===== src/rtl/rv_pkg.sv =====
`default_nettype none
// +----------------------------------------------------------------------------+
// | Package     : rv_pkg                                                       |
// | Description : Shared fetch-stage definitions: datapath width, fetch FSM    |
// |               state encoding and the compressed-instruction test.          |
// | Revision    : 1.0 - initial release                                        |
// +----------------------------------------------------------------------------+
package rv_pkg;

  // Address/data width; only 32 is supported by the fetch stage.
  localparam int XLEN = 32;

  // Fetch FSM states.
  typedef enum logic [1:0] {
    ST_IDLE = 2'd0,  // no request outstanding
    ST_REQ  = 2'd1,  // request outstanding, response will be kept
    ST_DROP = 2'd2   // request outstanding, response will be thrown away
  } fetch_state_e;

  // Low two bits of a full-width (32-bit) instruction.
  localparam logic [1:0] RVC_MASK = 2'b11;

  // A halfword starts a compressed instruction unless its low bits are 11.
  function automatic logic is_rvc(input logic [15:0] h);
    return (h[1:0] & RVC_MASK) != RVC_MASK;
  endfunction

endpackage
`default_nettype wire


===== src/rtl/if_align_if.sv =====
`default_nettype none
// +----------------------------------------------------------------------------+
// | Interface   : if_align_if                                                  |
// | Description : Word-wide instruction memory read bus.                       |
// |   imem_req    - read request, held until the response                      |
// |   imem_addr   - word address, stable while imem_req is high                |
// |   imem_rvalid - response valid (single cycle)                              |
// |   imem_rdata  - response word                                              |
// |   master : fetch stage side      slave : memory side                       |
// | Revision    : 1.0 - initial release                                        |
// +----------------------------------------------------------------------------+
interface if_align_if;
  import rv_pkg::*;

  logic            imem_req;
  logic [XLEN-1:0] imem_addr;
  logic            imem_rvalid;
  logic [31:0]     imem_rdata;

  modport master (
    output imem_req,
    output imem_addr,
    input  imem_rvalid,
    input  imem_rdata
  );

  modport slave (
    input  imem_req,
    input  imem_addr,
    output imem_rvalid,
    output imem_rdata
  );

endinterface
`default_nettype wire


===== src/rtl/rvc_extract.sv =====
`default_nettype none
// +----------------------------------------------------------------------------+
// | Module      : rvc_extract                                                  |
// | Description : Combinational hit selection and halfword assembly over the   |
// |               two-word line buffer.                                        |
// |   pc_hw     in  fetch address without bit 0                                |
// |   base      in  word address of entry W0 (W1 sits at base+4)               |
// |   w0/w1     in  buffer words, with w0_valid/w1_valid                       |
// |   instr     out aligned instruction (RVC zero-extended)                    |
// |   instr_rvc out instruction is compressed                                  |
// |   need_hi   out a 32-bit instruction straddles into the following word     |
// |   hit       out every word the instruction needs is present                |
// | Revision    : 1.0 - initial release                                        |
// +----------------------------------------------------------------------------+
module rvc_extract
  import rv_pkg::*;
(
  input  logic [XLEN-1:1] pc_hw,
  input  logic [XLEN-1:0] base,
  input  logic [31:0]     w0,
  input  logic            w0_valid,
  input  logic [31:0]     w1,
  input  logic            w1_valid,
  output logic [31:0]     instr,
  output logic            instr_rvc,
  output logic            need_hi,
  output logic            hit
);

  logic [XLEN-1:0] p;
  logic [XLEN-1:0] base_nx;
  logic            sel_w0;
  logic            sel_w1;
  logic            have_low;
  logic [31:0]     low;
  logic [15:0]     h;

  always_comb begin
    p         = {pc_hw[XLEN-1:2], 2'b00};
    base_nx   = base + XLEN'(4);
    sel_w0    = (p == base) && w0_valid;
    sel_w1    = !sel_w0 && (p == base_nx) && w1_valid;
    have_low  = sel_w0 || sel_w1;
    low       = sel_w1 ? w1 : w0;
    h         = pc_hw[1] ? low[31:16] : low[15:0];
    instr_rvc = is_rvc(h);
    need_hi   = have_low && !instr_rvc && pc_hw[1];

    if (instr_rvc) begin
      instr = {16'h0000, h};
    end else if (!pc_hw[1]) begin
      instr = low;
    end else begin
      instr = {w1[15:0], h};
    end

    // The upper half of a straddling instruction can only come from W1 when
    // the low word is W0; a straddle starting in W1 is always a miss.
    hit = have_low && (!need_hi || (sel_w0 && w1_valid));
  end

endmodule
`default_nettype wire


===== src/rtl/if_align.sv =====
`default_nettype none
// +----------------------------------------------------------------------------+
// | Module      : if_align                                                     |
// | Description : Fetch/realignment stage. Returns one complete 16- or 32-bit  |
// |               instruction for the current halfword-aligned pc from a       |
// |               two-word line buffer filled over a word-wide memory bus.     |
// |   clock, reset      clock (posedge) and asynchronous active-high reset     |
// |   pc, flush         fetch address and redirect                             |
// |   imem              memory read bus (master side)                          |
// |   instr, instr_pc   aligned instruction and its address                    |
// |   instr_valid       instruction complete for pc                            |
// |   instr_rvc         instruction is compressed                              |
// |   fetch_stall       inverse of instr_valid                                 |
// | Revision    : 1.0 - initial release                                        |
// +----------------------------------------------------------------------------+
module if_align
  import rv_pkg::*;
(
  input  logic              clock,
  input  logic              reset,
  input  logic [XLEN-1:0]   pc,
  input  logic              flush,
  if_align_if.master        imem,
  output logic [31:0]       instr,
  output logic [XLEN-1:0]   instr_pc,
  output logic              instr_valid,
  output logic              instr_rvc,
  output logic              fetch_stall
);

  fetch_state_e    state_q, state_d;
  logic [XLEN-1:0] base_q, base_d;
  logic [XLEN-1:0] addr_q, addr_d;
  logic [31:0]     w0_q, w0_d, w1_q, w1_d;
  logic            w0_v_q, w0_v_d, w1_v_q, w1_v_d;
  logic            req_q, req_d;

  logic [XLEN-1:0] p;
  logic [XLEN-1:0] base_nx;
  logic [XLEN-1:0] miss_addr;
  logic            hit;
  logic            need_hi;
  logic            shift;

  rvc_extract u_rvc_extract (
    .pc_hw     (pc[XLEN-1:1]),
    .base      (base_q),
    .w0        (w0_q),
    .w0_valid  (w0_v_q),
    .w1        (w1_q),
    .w1_valid  (w1_v_q),
    .instr     (instr),
    .instr_rvc (instr_rvc),
    .need_hi   (need_hi),
    .hit       (hit)
  );

  assign instr_pc      = pc;
  assign instr_valid   = hit && !flush;
  assign fetch_stall   = !instr_valid;
  assign imem.imem_req  = req_q;
  assign imem.imem_addr = addr_q;

  always_comb begin
    p         = {pc[XLEN-1:2], 2'b00};
    base_nx   = base_q + XLEN'(4);
    // A miss with a low word present can only be a straddle needing P+4.
    miss_addr = need_hi ? (p + XLEN'(4)) : p;
    // Slide the line forward once pc has moved into W1. W0 need not be valid:
    // keeping W1 as the new low word lets a straddle out of it fetch the
    // following word into the new W1 slot instead of chasing base+8.
    shift     = (p == base_nx) && w1_v_q && !flush;
  end

  always_comb begin
    state_d = state_q;
    base_d  = base_q;
    addr_d  = addr_q;
    w0_d    = w0_q;
    w1_d    = w1_q;
    w0_v_d  = w0_v_q;
    w1_v_d  = w1_v_q;
    req_d   = req_q;

    if (shift) begin
      w0_d   = w1_q;
      w0_v_d = 1'b1;
      w1_v_d = 1'b0;
      base_d = base_nx;
    end

    if (flush) begin
      w0_v_d = 1'b0;
      w1_v_d = 1'b0;
    end

    unique case (state_q)
      ST_IDLE: begin
        // A flush cycle only invalidates; the redirected miss goes out next.
        if (!flush) begin
          if (!hit) begin
            if ((p != base_q) && (p != base_nx)) begin
              base_d = p;
              w0_v_d = 1'b0;
              w1_v_d = 1'b0;
            end
            req_d   = 1'b1;
            addr_d  = miss_addr;
            state_d = ST_REQ;
          end else if (!w1_v_q && !shift) begin
            req_d   = 1'b1;
            addr_d  = base_nx;
            state_d = ST_REQ;
          end
        end
      end

      ST_REQ: begin
        if (imem.imem_rvalid) begin
          req_d   = 1'b0;
          state_d = ST_IDLE;
          // Slot match uses the post-shift base; stale data is dropped.
          if (!flush) begin
            if (addr_q == base_d) begin
              w0_d   = imem.imem_rdata;
              w0_v_d = 1'b1;
            end else if (addr_q == (base_d + XLEN'(4))) begin
              w1_d   = imem.imem_rdata;
              w1_v_d = 1'b1;
            end
          end
        end else if (flush) begin
          state_d = ST_DROP;
        end
      end

      ST_DROP: begin
        if (imem.imem_rvalid) begin
          req_d   = 1'b0;
          state_d = ST_IDLE;
        end
      end

      default: begin
        state_d = ST_IDLE;
        req_d   = 1'b0;
      end
    endcase
  end

  always_ff @(posedge clock or posedge reset) begin
    if (reset) begin
      state_q <= ST_IDLE;
      base_q  <= '0;
      addr_q  <= '0;
      w0_q    <= '0;
      w1_q    <= '0;
      w0_v_q  <= 1'b0;
      w1_v_q  <= 1'b0;
      req_q   <= 1'b0;
    end else begin
      state_q <= state_d;
      base_q  <= base_d;
      addr_q  <= addr_d;
      w0_q    <= w0_d;
      w1_q    <= w1_d;
      w0_v_q  <= w0_v_d;
      w1_v_q  <= w1_v_d;
      req_q   <= req_d;
    end
  end

endmodule
`default_nettype wire


===== src/flat_wrapper.sv =====
// flat-port wrapper written by rule: the top's interface ports become plain ports
module if_align_flat import rv_pkg::*;
  (clock, reset, pc, flush, instr, instr_pc, instr_valid, instr_rvc, fetch_stall, imem_imem_req, imem_imem_addr, imem_imem_rvalid, imem_imem_rdata);
  if_align_if imem_i ();
  input  logic clock;
  input  logic reset;
  input  logic [XLEN-1:0] pc;
  input  logic flush;
  output logic [31:0] instr;
  output logic [XLEN-1:0] instr_pc;
  output logic instr_valid;
  output logic instr_rvc;
  output logic fetch_stall;
  output wire logic [$bits(imem_i.imem_req)-1:0] imem_imem_req;
  output wire logic [$bits(imem_i.imem_addr)-1:0] imem_imem_addr;
  input wire logic [$bits(imem_i.imem_rvalid)-1:0] imem_imem_rvalid;
  input wire logic [$bits(imem_i.imem_rdata)-1:0] imem_imem_rdata;
  assign imem_imem_req = imem_i.imem_req;
  assign imem_imem_addr = imem_i.imem_addr;
  assign imem_i.imem_rvalid = imem_imem_rvalid;
  assign imem_i.imem_rdata = imem_imem_rdata;
  if_align u_core (.clock(clock), .reset(reset), .pc(pc), .flush(flush), .imem(imem_i), .instr(instr), .instr_pc(instr_pc), .instr_valid(instr_valid), .instr_rvc(instr_rvc), .fetch_stall(fetch_stall));
endmodule

===== config.mk =====
export PLATFORM = sky130hd
export DESIGN_NAME = if_align_flat
export DESIGN_NICKNAME = d
export VERILOG_FILES = /design/src/rtl/rv_pkg.sv /design/src/rtl/if_align_if.sv /design/src/rtl/rvc_extract.sv /design/src/rtl/if_align.sv /design/src/flat_wrapper.sv
export SDC_FILE = /design/constraint.sdc
export NUM_CORES = 1
export LEC_CHECK = 0
export CAP_MARGIN = 25
export CORE_MARGIN = 3
export CORE_UTILIZATION = 34
export DETAILED_ROUTE_END_ITERATION = 8
export PLACE_DENSITY = 0.54
export REMOVE_ABC_BUFFERS = 1
export SLEW_MARGIN = 20
export SYNTH_ARGS = -nofsm -noshare
export SYNTH_HDL_FRONTEND = slang
export SYNTH_SLANG_ARGS = --single-unit

===== constraint.sdc =====
create_clock -name clock -period 7 [get_ports clock]
set_clock_uncertainty 0.05 [all_clocks]
set_input_delay 0.7 -clock clock [delete_from_list [all_inputs] [get_ports clock]]
set_output_delay 0.7 -clock clock [all_outputs]
set_load 0.02 [all_outputs]

[Yosys cells after proc, flatten, opt, wreduce, memory -nomap -nowiden]
Cells that the tools add are included.
Word-level totals
  word-level logic and storage cells: 103
  flip-flop bits (word level): 133
  input port bits: 68
Cells by class
  add/subtract/negate cells: 3
  mux-type cells: 48
  bitwise logic cells: 2
  reductions and logical operators: 27
  eq/ne operators: 15
Operator list (count)
  32-bit 2-to-1 mux: 16
  32-bit == test: 4
  32-bit by 3-bit adder with 32-bit output, second input constant: 3
  32-bit != test: 2
  1-bit 2-to-1 mux: 21
  16-bit 2-to-1 mux: 1
  1-bit logical AND: 12
  2-bit 2-to-1 mux: 6
  2-bit != test, second input constant: 4
  1-bit zero test: 7
  3-bit != test, second input constant: 2
  1-bit case mux with 2 select lines: 3
  2-bit case mux with 3 select lines: 1
  3-bit AND reduction: 2
  5-bit AND reduction: 1
  4-bit AND reduction: 1
  2-bit by 1-bit == test with 1-bit output, second input constant: 1
  2-bit == test, second input constant: 1
  2-bit zero test: 1
  1-bit logical OR: 2
  2-bit by 1-bit != test with 1-bit output, second input constant: 1
  1-bit NOT: 2
  2-bit OR reduction: 1

[Depth between registers and ports, before layout]
Gate-level depths: netlist (run 1).
  word-level depth: 17
  mapped depth: 25
  gate-level depth less buffers: 19

[Modules after synthesis]
A second synthesis (run 1) with hierarchy kept.
Unflattened totals
  cells, all modules: 1606
  area, all modules: 12796.0 µm²
By module, submodules not included
  if_align: seq. area each 3228.1 µm², times used 1, cells an instance 1288, area an instance 10475.0 µm²
  rvc_extract: seq. area each 0.0 µm², times used 1, cells an instance 318, area an instance 2321.0 µm²

[Least setup slack after synthesis (run 1)]
OpenSTA, ideal clock, no wires.
  path kind: flip-flop to flip-flop
  from: reg u_core.base_q[2]
  to: reg u_core.w1_q[0]
  path buffers: 5
  clock period less this slack: 6711 ps
  data arrival time: 6536 ps
  cell stages (with the launch flop): 24
  path slack: 289 ps
  path through: dfrtp_1 > ha_1 > buf_2 > nand3_2 > nor4_4 > nand3_1 > xnor2_1 > or4_1 > or4_4 > clkbuf_1 > nor2_1 > clkbuf_1 > clkbuf_1 > nand2_1 > nand2_1 > ha_1 > o211ai_1 > or4b_1 > or4b_1 > a31oi_1 > nand4_1 > nor4_4 > buf_6 > mux2_4
On the way
  word-level cells in the longest chain between the ends: 8
RTL lines
  start: declaration: RTL line if_align.sv:32  | logic [XLEN-1:0] base_q, base_d;
  start signal: assignment: RTL line if_align.sv:163  | base_q <= base_d;
  32-bit by 3-bit adder with 32-bit output: RTL line if_align.sv:66  | base_nx = base_q + XLEN'(4);
  32-bit == test: RTL line if_align.sv:72  | shift = (p == base_nx) && w1_v_q && !flush;
  1-bit logical AND (2 in series): RTL line if_align.sv:72
  32-bit 2-to-1 mux *: RTL line if_align.sv:85  | if (shift) begin
  32-bit by 3-bit adder with 32-bit output / 32-bit == test (equally long branches): RTL line if_align.sv:127, if_align.sv:124
  32-bit == test / 1-bit NOT (equally long branches)
  5-bit AND reduction (no source line) *
  end signal: assignment: RTL line if_align.sv:166  | w1_q <= w1_d;
  end: declaration: RTL line if_align.sv:34  | logic [31:0] w0_q, w0_d, w1_q, w1_d;
Every way passes the cells marked *; elsewhere a longest branch is shown, timed or not.
A chain may end at the register's enable or synchronous reset.

[Worst setup path in the final report (run 1)]
Same ends and word-level chain as after synthesis.

==> results of run 1 <==
cells in the mapped netlist (6+ instances only):
master / number / area, um2
a21o_1: 6 / 45.0
a21oi_1: 90 / 450
a31oi_1: 48 / 300
and3_1: 16 / 100
and4_1: 15 / 131
buf_1: 16 / 60.1
buf_2: 14 / 70.1
buf_4: 36 / 270
clkbuf_1: 72 / 270
dfrtp_1: 130 / 3250
ha_1: 6 / 75.1
inv_1: 18 / 67.6
mux2_2: 23 / 259
mux2_4: 29 / 435
mux2i_1: 20 / 200
nand2_1: 184 / 691
nand2b_1: 10 / 62.6
nand3_1: 38 / 190
nand3b_1: 6 / 45.0
nand4_1: 28 / 175
nor2_1: 178 / 668
nor2b_1: 8 / 50.1
nor3_1: 40 / 200
nor3b_1: 6 / 45.0
nor4_1: 21 / 131
o211ai_1: 8 / 60.1
o21ai_0: 62 / 310
o22ai_1: 7 / 43.8
or3_1: 11 / 68.8
or4_1: 9 / 67.6
xnor2_1: 106 / 928
xor2_1: 71 / 622
cells by family (layout without fill, tap and decap cells):
family | Yosys count | after routing | synth area share [%]
simple gates | 607 | 607 | 26.3
compound gates | 281 | 281 | 15.5
xor+xnor | 181 | 181 | 14.3
buf+inv | 161 | 313 | 6.88
flops | 130 | 130 | 28.5
mux | 72 | 72 | 7.83
fa+ha+maj | 6 | 6 | 0.657
power groups by stage:
stage	combinational [W]	sequential [W]	clock, W
2_1_floorplan	0.00148	0.00134	0
3_3_place_gp	0.00268	0.00126	0
3_5_place_dp	0.00267	0.00126	0
4_1_cts	0.00269	0.00125	0.000954
5_1_grt	0.00292	0.00130	0.000990
6_report	0.00273	0.00126	0.000937
area by class of cell:
type / instances / area share (%)
clock buffers: 18 / 3.00
clock inverters: 14 / 1.07
inverters: 19 / 0.533
multi-input cells: 1147 / 51.7
flip-flops and latches: 130 / 22.7
well taps: 442 / 3.86
repair buffers: 262 / 17.1
metal layers:
metal / routed length (um) / GRT usage (%) / share of wire (%) / up-vias
li1: - / - / - / 5309
met1: 20700 / 35.2 / 47 / 5487
met2: 19500 / 36.8 / 44 / 442
met3: 3270 / 5.04 / 7.4 / 48
met4: 810 / 6.28 / 1.8 / 2
met5: 13 / 0 / 0.029 / -
sequential cells by signal (all words and copies together), names as in the netlist:
signal / flops
u_core.imem.imem_req: 1
u_core.w1_v_q: 1
u_core.w0_v_q: 1
u_core.state_q: 2
u_core.w0_q: 32
u_core.imem.imem_addr: 31
u_core.w1_q: 32
u_core.base_q: 30
how the worst min path moves through the flow:
stage | endpoint | from | slack (ns)
2_1_floorplan | u_core.state_q[0]$_DFFE_PP0P_ | u_core.state_q[0]$_DFFE_PP0P_ | 0.44
3_3_place_gp | u_core.imem.imem_req$_DFFE_PP0P_ | u_core.imem.imem_req$_DFFE_PP0P_ | 0.45
3_5_place_dp | u_core.imem.imem_req$_DFFE_PP0P_ | u_core.imem.imem_req$_DFFE_PP0P_ | 0.43
4_1_cts | u_core.imem.imem_req$_DFFE_PP0P_ | u_core.imem.imem_req$_DFFE_PP0P_ | 0.46
5_1_grt | u_core.imem.imem_req$_DFFE_PP0P_ | u_core.imem.imem_req$_DFFE_PP0P_ | 0.50
6_report | u_core.imem.imem_req$_DFFE_PP0P_ | u_core.imem.imem_req$_DFFE_PP0P_ | 0.46
stage by stage:
stage / power [W] / instance area (um2)
floorplan: 0.00282 / 10700
global placement: 0.00394 / 13700
detailed placement: 0.00393 / 13700
CTS: 0.00489 / 14300
global route: 0.00521 / 14300
finish: 0.00493 / 14300
==> impl_metrics.py, run 1 <==
metrics = {
    "worst_setup_path": {
        "r2r_setup_slack_ns": 0.32,
        "path_delay_family": "simple AND/OR/NAND/NOR gates",
        "crit_top_cell": "or4_4",
        "worst-path-stages": 17,
        "crit-reg2reg-capture": "u_core.w1_q[0]$_DFFE_PP0P_",
        "crit_end": "u_core.w1_q[0]$_DFFE_PP0P_",
        "crit_start": "u_core.base_q[2]$_DFF_PP0_",
        "start_kind": "flop",
        "worstSetupPathType": "reg2reg",
        "reg2reg_depth": 17,
        "worstPathCellList": "ha_1 > nand3_2 > nor4_4 > nand3_1 > xnor2_1 > or4_1 > or4_4 > or4_4 > a21oi_4 > or3b_1 > or4_4 > a2111oi_4 > nor3_2 > nor4_4 > buf_12 > buf_12 > mux2_4",
        "crit_slowest_cell": "or4_4",
        "arrival_ns": 6.95,
        "cpPeakStageDelay_ns": 0.61,
        "path_buf_inv": 2,
        "cp.required_ns": 7.27,
        "critical_path.max_fanout": 10,
        "critPathCaptureType": "flop",
        "r2r-start": "u_core.base_q[2]$_DFF_PP0_",
    },
    "power_and_ir_drop": {
        "p_switching_w": 0.00236,
        "p_leak_nw": 5.64,
        "ir_worst_vdd_v": 0.000199,
        "p_int_w": 0.00256,
        "combPwrFrac_pct": 55.3,
        "power_frac_seq_pct": 25.6,
        "clkPwrFrac_pct": 19.0,
        "netSwitchingFraction_pct": 48.0,
        "cellPowerDensity_mw_per_mm2": 344,
    },
    "cells_and_area": {
        "final_cell_mix": "nand2_1, nor2_1, clkdlybuf4s50_1",
        "fin_util_pct": 43.6,
        "drive_above_1_share_pct": 13.6,
        "area.growth.synth_to_final_pct": 25.3,
        "nNetsFinal": 1651,
        "num-fill-cells": 3389,
        "seqCellArea_mm2": 0.00325,
        "final_cell_count_no_fill": 2032,
        "final_common_cell": "nand2_1",
        "multiInputGateArea_mm2": 0.00741,
        "diodes": 0,
    },
    "clock_tree": {
        "holdBufCountCts": 0,
        "clkLatencyLatePin_ns": 0.45,
        "cts_max_level": 4,
        "clk_pin_slew_ns": 0.07,
        "cts-resized-gates": 0,
        "cts_made_buffers": 17,
        "root_buffer": "clkbuf_16",
        "clock-sinks": 130,
        "clockBufferDepth": 2,
        "cts_tree": "done",
        "postCtsSetupRepairBufs": 0,
    },
    "timing": {
        "final-max-slew-violation-count": 0,
        "fin_setup_tns_ns": 0,
        "grt_setup_unrepaired": "false",
        "finalHoldViolations": 0,
        "period_minus_slack_ns": 6.68,
        "fin_hold_ws_ns": 0.458,
        "setup_viol_count_final": 0,
        "worst_slew_pin_slew_ns": 1.03,
        "max_freq_mhz": 150,
        "setup_ws_ns": 0.323,
        "slew_headroom_pct": 30.8,
        "finalCritPeriodShare_pct": 95.4,
    },
    "detailed_routing": {
        "drt-vias-per-instance": 5.56,
        "vias": 11300,
        "drtIter0Drc": 1243,
        "wl_um": 44200,
        "postRouteAntennaNets": 0,
        "first_pass_iters": 5,
        "wl_per_cell_um": 21.8,
        "drc": 0,
    },
    "yosys": {
        "synth_cell_type_count": 80,
        "yosys_warnings": 0,
        "async_reset_ff_share_pct": 100,
        "syn_area_per_cell_um2": 7.95,
        "yosysSeqAreaShare_pct": 28.5,
        "syn_area_mm2": 0.0114,
        "synth_seq_cells": 130,
        "synthFlopType": "dfrtp_1",
        "syn_inst": 1438,
        "synth_edf_count": 0,
    },
    "run": {
        "drv_cap": 0,
    },
    "placed_design": {
        "port_buffers": 165,
        "post-place-ws_ns": 0.430,
        "dpl.cell_count": 2000,
        "hpwl_um": 33100,
        "place_congestion": 0.973,
    },
    "outcome": {
        "status": "completed",
    },
    "grt": {
        "grt_usage_pct": 24.3,
        "grt_max_degree": 68,
        "grt_first_pass_wirelength_um": 66600,
        "antenna_found_initial": 1,
        "overflow": 0,
        "grt_pass1_vias": 10600,
    },
    "die": {
        "fp.dieW_um": 189,
        "fp.dieArea_mm2": 0.0359,
        "fp.coreArea_mm2": 0.0329,
        "start_util_pct": 34.8,
        "io_pins": 168,
        "fp-row-count": 66,
        "fp.dieH_um": 189,
    },
    "min_path": {
        "whs_path_depth": 1,
        "min_path_type": "reg2reg",
    },
}
(Power assumes the default switching activity.)
==> inputs of run 2 (changes only) <==
CTS_BUF_LIST = sky130_fd_sc_hd__clkbuf_8   (was default)
==> impl_metrics.py, run 2 (same netlist as run 1, synthesis figures left out) <==
metrics = {
    "outcome": {
        "status": "completed",
    },
    "min_path": {
        "min_path_type": "reg2reg",
        "whs_path_depth": 1,
    },
    "cells_and_area": {
        "nNetsFinal": 1651,
        "final_common_cell": "nand2_1",
        "final_cell_mix": "nand2_1, nor2_1, clkdlybuf4s50_1",
        "area.growth.synth_to_final_pct": 23.7,
        "drive_above_1_share_pct": 13.6,
        "fin_util_pct": 43.0,
        "diodes": 0,
        "num-fill-cells": 3413,
    },
    "detailed_routing": {
        "wl_per_cell_um": 21.6,
        "postRouteAntennaNets": 0,
        "vias": 11200,
        "first_pass_iters": 5,
        "wl_um": 43900,
        "drtIter0Drc": 1133,
        "drt-vias-per-instance": 5.50,
        "drc": 0,
    },
    "die": {
        "fp.dieW_um": 189,
        "fp.coreArea_mm2": 0.0329,
        "fp.dieArea_mm2": 0.0359,
        "start_util_pct": 34.8,
        "fp-row-count": 66,
        "io_pins": 168,
        "fp.dieH_um": 189,
    },
    "clock_tree": {
        "cts_tree": "done",
        "cts_max_level": 4,
        "cts-resized-gates": 0,
        "cts_made_buffers": 17,
        "clock-sinks": 130,
        "holdBufCountCts": 0,
        "clk_pin_slew_ns": 0.10,
        "postCtsSetupRepairBufs": 0,
        "root_buffer": "clkbuf_8",
        "clkLatencyLatePin_ns": 0.47,
        "clockBufferDepth": 2,
    },
    "worst_setup_path": {
        "r2r_setup_slack_ns": 0.32,
        "arrival_ns": 6.97,
        "critical_path.max_fanout": 10,
        "start_kind": "flop",
        "cp.required_ns": 7.30,
        "reg2reg_depth": 17,
        "worstSetupPathType": "reg2reg",
        "critPathCaptureType": "flop",
    },
    "timing": {
        "slew_headroom_pct": 28.8,
        "fin_setup_tns_ns": 0,
        "setup_viol_count_final": 0,
        "worst_slew_pin_slew_ns": 1.06,
        "period_minus_slack_ns": 6.68,
        "final-max-slew-violation-count": 0,
        "grt_setup_unrepaired": "false",
        "finalCritPeriodShare_pct": 95.4,
        "setup_ws_ns": 0.323,
        "finalHoldViolations": 0,
        "max_freq_mhz": 150,
    },
    "grt": {
        "overflow": 0,
        "grt_pass1_vias": 10600,
        "gr-usage-met2_pct": 36.4,
        "antenna_found_initial": 1,
        "grt_max_degree": 68,
        "top_usage_layer": "met2",
        "grt_first_pass_wirelength_um": 66100,
        "grt_usage_pct": 24.0,
        "grt_use_met3_pct": 5.04,
        "use_met1_pct": 34.9,
    },
    "power_and_ir_drop": {
        "netSwitchingFraction_pct": 49.7,
        "totalPowerFinal_w": 0.00467,
        "p_switching_w": 0.00232,
        "cellPowerDensity_mw_per_mm2": 331,
        "p_int_w": 0.00235,
        "clkPwrFrac_pct": 14.8,
        "combPwrFrac_pct": 58.2,
        "power_frac_seq_pct": 27.0,
        "ir_worst_vdd_v": 0.000132,
        "p_leak_nw": 5.56,
    },
    "placed_design": {
        "place_congestion": 0.973,
        "hpwl_um": 33100,
        "port_buffers": 165,
        "post-place-ws_ns": 0.430,
    },
    "run": {
        "drv_cap": 0,
    },
}
## run 2: final timing paths
path / from / end
setup reg to reg: u_core.base_q[2]$_DFF_PP0_ / u_core.w1_q[13]$_DFFE_PP0P_
min in group asynchronous: reset / u_core.w0_q[10]$_DFF_PP0_
hold / removal: u_core.imem.imem_req$_DFFE_PP0P_ / u_core.imem.imem_req$_DFFE_PP0P_
max in group asynchronous: reset / u_core.base_q[8]$_DFF_PP0_
setup / recovery: u_core.base_q[2]$_DFF_PP0_ / u_core.w1_q[13]$_DFFE_PP0P_
hold reg to reg: u_core.imem.imem_req$_DFFE_PP0P_ / u_core.imem.imem_req$_DFFE_PP0P_
## run 2: power groups by stage
stage	registers, W	logic [W]	clock network, W
5_1_grt	0.00129	0.00292	0.000742
4_1_cts	0.00125	0.00269	0.000711
3_3_place_gp	0.00126	0.00268	0
6_report	0.00126	0.00272	0.000692
2_1_floorplan	0.00134	0.00148	0
3_5_place_dp	0.00126	0.00267	0
## run 2: metal layers
layer  wire, um  vias to the layer above  share of wire, %
met5         13                        -             0.030
met4        873                        2               2.0
met3       3080                       49               7.0
met2      19200                      403                44
met1      20700                     5400                47
li1           -                     5312                 -
## run 2: critical path: stages, from the launching register on
cell	delay [ns]
dfrtp_1	0.59
ha_1	0.47
nand3_2	0.28
nor4_4	0.53
nand3_1	0.18
xnor2_1	0.16
or4_1	0.54
or4_4	0.62
or4_4	0.56
a21oi_4	0.19
or3b_1	0.43
or4_4	0.51
a2111oi_4	0.37
nor3_2	0.09
nor4_4	0.33
buf_12	0.19
buf_12	0.15
mux2_4	0.30
## run 2: cell type report
class | instances | area (um2) | area share (%)
flip-flops and latches | 130 | 3250 | 23.0
repair buffers | 262 | 2450 | 17.3
inverters | 19 | 76.3 | 0.540
clock buffers | 17 | 234 | 1.66
well taps | 442 | 553 | 3.91
multi-input cells | 1147 | 7410 | 52.4
clock inverters | 15 | 158 | 1.12
## run 2: metrics by stage
step	area (um2)	hold WS (ns)	instances
2_1_floorplan	10700	0.439	1296
3_3_place_gp	13700	0.448	2000
3_5_place_dp	13700	0.432	2000
4_1_cts	14100	0.465	2032
5_1_grt	14100	0.503	2032
6_report	14100	0.463	2032
